==> src/rtl/uart_rx_pkg.sv <==
// uart_rx_pkg
// Shared constants and helpers for the UART receive path.
//   - Default widths for the prescale input and the data-bit counter.
//   - Default prescale used after reset, and the set of legal prescale
//     values (even, 4..32; the common ratios are 4, 8, 16 and 32).
//   - Offsets of the three majority-vote sample edges and of the frame
//     finish point, relative to the bit midpoint P/2.
package uart_rx_pkg;

    localparam int PRESC_W_DEF   = 6;
    localparam int BIT_CNT_W_DEF = 3;
    localparam int DEF_PRESC_VAL = 8;

    localparam int PRESC_4   = 4;
    localparam int PRESC_8   = 8;
    localparam int PRESC_16  = 16;
    localparam int PRESC_32  = 32;
    localparam int PRESC_MIN = PRESC_4;
    localparam int PRESC_MAX = PRESC_32;

    // Edge offsets relative to P/2.
    localparam int SAMP_OFS_EARLY = -1;
    localparam int SAMP_OFS_MID   = 0;
    localparam int SAMP_OFS_LATE  = 1;
    localparam int FINISH_OFS     = 2;

    // A prescale is legal when it is even and inside [PRESC_MIN, PRESC_MAX].
    function automatic logic presc_is_legal(input int unsigned p);
        return (p[0] == 1'b0) && (p >= PRESC_MIN) && (p <= PRESC_MAX);
    endfunction

endpackage

==> src/rtl/ebc_mod_counter.sv <==
// ebc_mod_counter
// Generic modulo counter with synchronous clear.
//   MC_CLK    in   clock
//   MC_RST    in   synchronous active-high reset (count -> 0)
//   MC_clr    in   clear request, wins over MC_inc
//   MC_inc    in   advance by one; at MC_limit the count wraps to 0
//   MC_limit  in   last count value before wrapping
//   MC_cnt    out  current count
module ebc_mod_counter #(
    parameter int W = 6
) (
    input  logic         MC_CLK,
    input  logic         MC_RST,
    input  logic         MC_clr,
    input  logic         MC_inc,
    input  logic [W-1:0] MC_limit,
    output logic [W-1:0] MC_cnt
);

    logic [W-1:0] cnt_q;

    always_ff @(posedge MC_CLK) begin
        if (MC_RST) begin
            cnt_q <= '0;
        end else if (MC_clr) begin
            cnt_q <= '0;
        end else if (MC_inc) begin
            if (cnt_q == MC_limit) begin
                cnt_q <= '0;
            end else begin
                cnt_q <= cnt_q + W'(1);
            end
        end
    end

    assign MC_cnt = cnt_q;

endmodule

==> src/rtl/edge_bit_counter.sv <==
// edge_bit_counter
// Timing source for the UART receive controller. Counts oversampling edges
// inside each serial bit and counts received data bits, and derives the
// end-of-bit, frame-finish and mid-bit sample strobes.
//
// Optional build macro: EBC_PRESC_CHECK_EN
//   defined   - prescale is checked on load; an illegal value loads
//               DEF_PRESC instead and raises EBC_presc_err until the next
//               legal load.
//   undefined - prescale is loaded unchecked; EBC_presc_err is tied 0.
//
// Ports
//   EBC_CLK              in   oversampling clock
//   EBC_RST              in   synchronous active-high reset
//   EBC_PRESCALE         in   edges per bit (latched while edge counting idle)
//   EBC_edge_cnt_enable  in   edge counter run enable
//   EBC_bit_cnt_enable   in   bit counter run enable
//   EBC_edge_cnt         out  edge index within the current bit
//   EBC_bit_cnt          out  data bit index
//   EBC_EdgeFinish       out  last edge of the current bit
//   EBC_FINISH           out  frame finish point (edge P/2+2)
//   EBC_samp_strb        out  one of the three majority-vote sample edges
//   EBC_presc_err        out  last prescale load was illegal
//
// Handshake: there is no backpressure. Every strobe is a single-cycle
// qualifier, combinational from the counter registers and the enables, and
// is valid in the cycle it is high; the consumer must act in that cycle.
module edge_bit_counter
    import uart_rx_pkg::*;
#(
    parameter int PRESC_W   = PRESC_W_DEF,
    parameter int BIT_CNT_W = BIT_CNT_W_DEF,
    parameter int DEF_PRESC = DEF_PRESC_VAL
) (
    input  logic                 EBC_CLK,
    input  logic                 EBC_RST,
    input  logic [PRESC_W-1:0]   EBC_PRESCALE,
    input  logic                 EBC_edge_cnt_enable,
    input  logic                 EBC_bit_cnt_enable,
    output logic [PRESC_W-1:0]   EBC_edge_cnt,
    output logic [BIT_CNT_W-1:0] EBC_bit_cnt,
    output logic                 EBC_EdgeFinish,
    output logic                 EBC_FINISH,
    output logic                 EBC_samp_strb,
    output logic                 EBC_presc_err
);

    localparam logic [PRESC_W-1:0] DEF_P = PRESC_W'(DEF_PRESC);

    logic [PRESC_W-1:0]   presc_q;
    logic [PRESC_W-1:0]   presc_last;
    logic [PRESC_W-1:0]   presc_half;
    logic [PRESC_W-1:0]   samp_early;
    logic [PRESC_W-1:0]   samp_mid;
    logic [PRESC_W-1:0]   samp_late;
    logic [PRESC_W-1:0]   finish_edge;
    logic [PRESC_W-1:0]   edge_cnt;
    logic [BIT_CNT_W-1:0] bit_cnt;
    logic                 edge_finish;

    // Prescale latch: follows the input only while edge counting is idle,
    // so a change during a frame takes effect at the next idle cycle.
`ifdef EBC_PRESC_CHECK_EN
    logic presc_err_q;
    logic presc_ok;

    assign presc_ok = presc_is_legal(32'(EBC_PRESCALE));

    always_ff @(posedge EBC_CLK) begin
        if (EBC_RST) begin
            presc_q     <= DEF_P;
            presc_err_q <= 1'b0;
        end else if (!EBC_edge_cnt_enable) begin
            if (presc_ok) begin
                presc_q     <= EBC_PRESCALE;
                presc_err_q <= 1'b0;
            end else begin
                presc_q     <= DEF_P;
                presc_err_q <= 1'b1;
            end
        end
    end

    assign EBC_presc_err = presc_err_q;
`else
    always_ff @(posedge EBC_CLK) begin
        if (EBC_RST) begin
            presc_q <= DEF_P;
        end else if (!EBC_edge_cnt_enable) begin
            presc_q <= EBC_PRESCALE;
        end
    end

    assign EBC_presc_err = 1'b0;
`endif

    assign presc_last  = presc_q - PRESC_W'(1);
    assign presc_half  = presc_q >> 1;
    assign samp_early  = presc_half + PRESC_W'(SAMP_OFS_EARLY);
    assign samp_mid    = presc_half + PRESC_W'(SAMP_OFS_MID);
    assign samp_late   = presc_half + PRESC_W'(SAMP_OFS_LATE);
    assign finish_edge = presc_half + PRESC_W'(FINISH_OFS);

    // Edge counter: runs 0..P-1 while enabled, held at 0 while disabled.
    ebc_mod_counter #(.W(PRESC_W)) u_edge_cnt (
        .MC_CLK   (EBC_CLK),
        .MC_RST   (EBC_RST),
        .MC_clr   (~EBC_edge_cnt_enable),
        .MC_inc   (EBC_edge_cnt_enable),
        .MC_limit (presc_last),
        .MC_cnt   (edge_cnt)
    );

    assign edge_finish = EBC_edge_cnt_enable && (edge_cnt == presc_last);

    // Bit counter: steps once per finished bit and wraps naturally at its
    // full-scale value. Dropping the enable clears it even if a bit is
    // finishing in the same cycle.
    ebc_mod_counter #(.W(BIT_CNT_W)) u_bit_cnt (
        .MC_CLK   (EBC_CLK),
        .MC_RST   (EBC_RST),
        .MC_clr   (~EBC_bit_cnt_enable),
        .MC_inc   (edge_finish),
        .MC_limit ({BIT_CNT_W{1'b1}}),
        .MC_cnt   (bit_cnt)
    );

    assign EBC_edge_cnt   = edge_cnt;
    assign EBC_bit_cnt    = bit_cnt;
    assign EBC_EdgeFinish = edge_finish;
    assign EBC_samp_strb  = EBC_edge_cnt_enable &&
                            ((edge_cnt == samp_early) ||
                             (edge_cnt == samp_mid)   ||
                             (edge_cnt == samp_late));
    // Emitted in every bit; the receive FSM only honours it in its stop
    // state, which lets it return to idle before the stop bit ends.
    assign EBC_FINISH     = EBC_edge_cnt_enable && (edge_cnt == finish_edge);

endmodule

==> config.mk <==
export PLATFORM = sky130hd
export DESIGN_NAME = edge_bit_counter
export DESIGN_NICKNAME = d
export VERILOG_FILES = /design/src/rtl/uart_rx_pkg.sv /design/src/rtl/ebc_mod_counter.sv /design/src/rtl/edge_bit_counter.sv
export SDC_FILE = /design/constraint.sdc
export NUM_CORES = 1
export LEC_CHECK = 0
export CORE_ASPECT_RATIO = 1.25
export CORE_UTILIZATION = 52
export DETAILED_ROUTE_END_ITERATION = 7
export GPL_ROUTABILITY_DRIVEN = 0
export MAX_ROUTING_LAYER = met4
export PLACE_DENSITY = 0.79
export SLEW_MARGIN = 20
export SYNTH_ARGS = -nofsm -noshare
export SYNTH_HDL_FRONTEND = slang
export SYNTH_SLANG_ARGS = --single-unit
==> constraint.sdc <==
create_clock -name EBC_CLK -period 1.95 [get_ports EBC_CLK]
set_input_delay 0.195 -clock EBC_CLK [delete_from_list [all_inputs] [get_ports EBC_CLK]]
set_output_delay 0.195 -clock EBC_CLK [all_outputs]
set_load 0.01 [all_outputs]
==> results.md <==
Drt:
- In this run, the number of DRC markers left after iteration 0 of detailed routing was 67.
- For this run, the detailed router's first-pass iteration total came to 4.
- The detailed router placed 1351 vias in this run.
- The remaining antenna violation count after routing is 0.
- After detailed routing, the number of remaining DRC violations is 0.
- Dividing the detail-routed via count by the number of cells gives approximately 5.8.
- The average wire per standard cell is between 15 and 20 um.
- The total detailed-routing wirelength is approximately 4200 um.

Power:
- In this run the power density over the cells is about 420 nW/um^2.
- IR analysis of the VDD net gives a maximum drop of ~490 uV.
- The static power due to leakage is 0.795 nW.
- After layout, the design draws a total of 0.812 mW.

Worst setup path:
- The nature of the critical path startpoint is a flop.
- The critical path goes through inv_8, ha_4, o21bai_1, o22ai_2, a211oi_2, o21ai_1, o211ai_1, buf_2.
- In this run the worst path has a maximum fanout of 5.
- In this design, the largest share of critical-path delay is due to compound AO/OA/AOI/OAI gates.
- At the worst endpoint, the required time is between 1.5 and 2 ns.
- The slowest stage of the critical path belongs to the cell sky130_fd_sc_hd__dfxtp_4.
- For this run, the slowest stage of the critical path takes 0.40 ns.
- The data arrival time at the worst-slack endpoint is approximately 2.0 ns.
- The setup path with the least slack is of type reg2out.
- The worst setup path is captured at an output pin.
- The buffering stage count on the worst path with inverters included is 2.

GRT:
- The global routing usage summed across all routing layers is 0.315.
- The total grt overflow is 0.
- The first global-routing pass estimated about 6000 um of wire.
- The initial antenna violation count was 0.
- The pin count of the biggest net entering global routing is 11.
- The number of global-route vias before repair came to between 1k and 1.5k.

Place:
- Timing analysis after detailed placement gives a worst setup slack of -0.353 ns.
- The total half-perimeter wirelength after legalization and detailed placement is ~2500 um.
- Port buffering added 21 buffers.
- The number of placed cells counting well taps is about 230.
- The area after detailed placement is around 1700 sq um.

Timing:
- The number of failing hold endpoints at the final stage is 0.
- The final period demand of the worst path is about 2.2 ns.
- Setup violations remaining at the end of the flow were counted as 3.
- Derived from the worst setup path, the maximum achievable clock frequency is between 400 and 500 MHz.
- Setup repair after global routing could not meet its margin everywhere.
- For the final database, setup skew stands at 0.000818 ns.
- Of the available clock period, the critical path in the final layout requires 1.14.
- The worst-case setup margin in the final layout is -0.276 ns.
- The total count of max-transition violations in the final report is 0.

Layout:
- The total non-filler cell area in the finished layout is approximately 1900 sq um.
- In the layout the commonest cells are sky130_fd_sc_hd__buf_4, sky130_fd_sc_hd__clkdlybuf4s50_1, sky130_fd_sc_hd__nor2_1, sky130_fd_sc_hd__nand2_1, sky130_fd_sc_hd__xnor2_1.
- The number of fill cells in the layout is between 100 and 150.
- The fraction of layout instances using a drive strength above 1 is 0.363.
- The most common cell after layout, fill and taps aside is sky130_fd_sc_hd__buf_4.
- The number of cells in the finished layout apart from fillers is about 230.
- The area growth from synthesis to layout is 52.8%.
- The net count of the finished layout is 222.
- 0 antenna diodes ended up in the layout.
- The share of the core filled with cells is 0.857.

Floorplan:
- The die width is around 46 um.
- The chip height is 56.9 um.
- In this run the count of I/O pins placed on the die edge is 23.
- The initialized floorplan defines 19 standard-cell rows.
- For this configuration, the core starts out at a cell density of 0.561.
- The region available for standard cell placement spans between 2000 and 2500 sq um.
- The die covers around 2600 sq um.

Yosys:
- Synthesis instantiated 38 different standard cells from the library.
- The cell count after synthesis is ~150.
- The leading area contributor after synthesis is sky130_fd_sc_hd__dfxtp_1.
- The post-synthesis area per instance is 8.14 sq um.
- The top flip-flop cell by instance count after synthesis is sky130_fd_sc_hd__dfxtp_1.
- Yosys printed 0 warnings.
- Yosys mapped a number of flops with a built-in enable equal to 0.
- By area the synthesized netlist is led by sky130_fd_sc_hd__dfxtp_1, sky130_fd_sc_hd__ha_1, sky130_fd_sc_hd__xnor2_1.
- The cell area after synthesis is ~1300 sq um.
- The fraction of registers with async set or reset after synthesis is 0.
- The total of flip-flops plus latches after synthesis is 15.
- For this run, the register share of the synthesized area comes to 0.240.
- The share of synthesized area in the top cell type comes to 0.240.
- The total nets after synthesis is about 170.

Clocking:
- The number of sinks driven by the clock tree is 15.
- Clock tree synthesis selected as its root buffer the cell sky130_fd_sc_hd__clkbuf_4.
- In this run the number of H-tree levels came out at 1.
- The clock passes through at most 2 buffers.
- The clock tree from TritonCTS is yes.
- The clock buffer count from CTS is 3.
- Clock-pin slew was measured on the worst setup and hold paths at approximately 0.090 ns.
- For the worst-skew pair, the clock arrives at the later sink with an insertion delay of 0.29 ns.

Min path:
- The worst min-delay path class is reg2reg.

Run status:
- The flow ran to the end, but the final reports show violations.
- The final reports fail on negative setup slack.

Run:
- The tool flagged a number of max-cap violations equal to 0.
[through the flow]
stage	setup TNS [ns]	hold WS [ns]
6_report	-0.406	0.493
5_1_grt	-0.847	0.519
4_1_cts	-0.0911	0.494
3_5_place_dp	-0.813	0.481
3_3_place_gp	-0.630	0.469
2_1_floorplan	0	0.339
[repair_timing]
item                                    4_1_cts  5_1_grt
gates resized for setup                      38       27
hold buffers                                  0        0
setup buffers                                 1        2
endpoints found under the setup margin        3        5
pin swaps                                     8        5
[worst paths after layout]
path,from,to,slack [ns],cells after the start
setup / recovery,presc_q[2],EBC_samp_strb,-0.28,8
setup reg to reg,presc_q[3],u_bit_cnt.MC_cnt[2],0.04,10
hold reg to reg,u_bit_cnt.MC_cnt[1],u_bit_cnt.MC_cnt[1],0.49,2
hold / removal,u_bit_cnt.MC_cnt[1],u_bit_cnt.MC_cnt[1],0.49,2
[cells by family (layout without fill, tap and decap cells)]
family          count (synthesis)  count (layout)  synth area share
fa+ha+maj                      10              10            0.0998
xor+xnor                       22              22             0.154
compound gates                 23              23             0.129
buf+inv                        16              63            0.0639
mux                             8               8            0.0639
flops                          15              15             0.240
simple gates                   59              59             0.248
other cells                     1               1           0.00299
[sequential cells by signal (all words and copies together) (netlist names)]
name / count
u_bit_cnt.MC_cnt: 3
u_edge_cnt.MC_cnt: 6
presc_q: 6
[synthesized netlist by cell type, types with 4 or more instances]
cell type	count
sky130_fd_sc_hd__xnor2_1	12
sky130_fd_sc_hd__inv_1	6
sky130_fd_sc_hd__buf_2	4
sky130_fd_sc_hd__xor2_1	10
sky130_fd_sc_hd__mux2i_1	8
sky130_fd_sc_hd__ha_1	10
sky130_fd_sc_hd__and3_1	5
sky130_fd_sc_hd__o21ai_0	5
sky130_fd_sc_hd__nor2_1	16
sky130_fd_sc_hd__nand3_1	4
sky130_fd_sc_hd__nor3_1	4
sky130_fd_sc_hd__dfxtp_1	15
sky130_fd_sc_hd__nor3b_1	4
sky130_fd_sc_hd__nand2_1	12
sky130_fd_sc_hd__buf_4	4
sky130_fd_sc_hd__nor2b_1	6
sky130_fd_sc_hd__a21oi_1	4
[tightest hold or removal path: stages, from the launching register on]
cell and delay [ns]:
sky130_fd_sc_hd__dfxtp_1 0.34, sky130_fd_sc_hd__nand2_1 0.06, sky130_fd_sc_hd__mux2i_1 0.05
[report_power, final]
part	switching [mW]	leakage (nW)	internal [mW]
clock network	0.108	0.0150	0.0797
registers	0.0148	0.124	0.316
logic	0.146	0.656	0.148
total	0.268	0.795	0.544
[layout make-up]
cell class / count / area [sq um] / area share
multi-input combinational: 123 / 1070 / 0.556
timing repair buffer: 53 / 443 / 0.231
sequential: 15 / 309 / 0.161
tap: 31 / 38.8 / 0.0202
inverter: 6 / 32.5 / 0.0170
clock buffer: 4 / 26.3 / 0.0137
[routing by layer]
| layer | GRT usage | wire [um] | vias to the layer above |
|---|---|---|---|
| met1 | 0.349 | 1560 | 634 |
| met2 | 0.551 | 2130 | 73 |
| met3 | 0.0386 | 252 | 24 |
| met4 | 0.113 | 276 | 0 |
| li1 | - | - | 620 |
| met5 | - | 0 | - |
(Power assumes the default switching activity.)
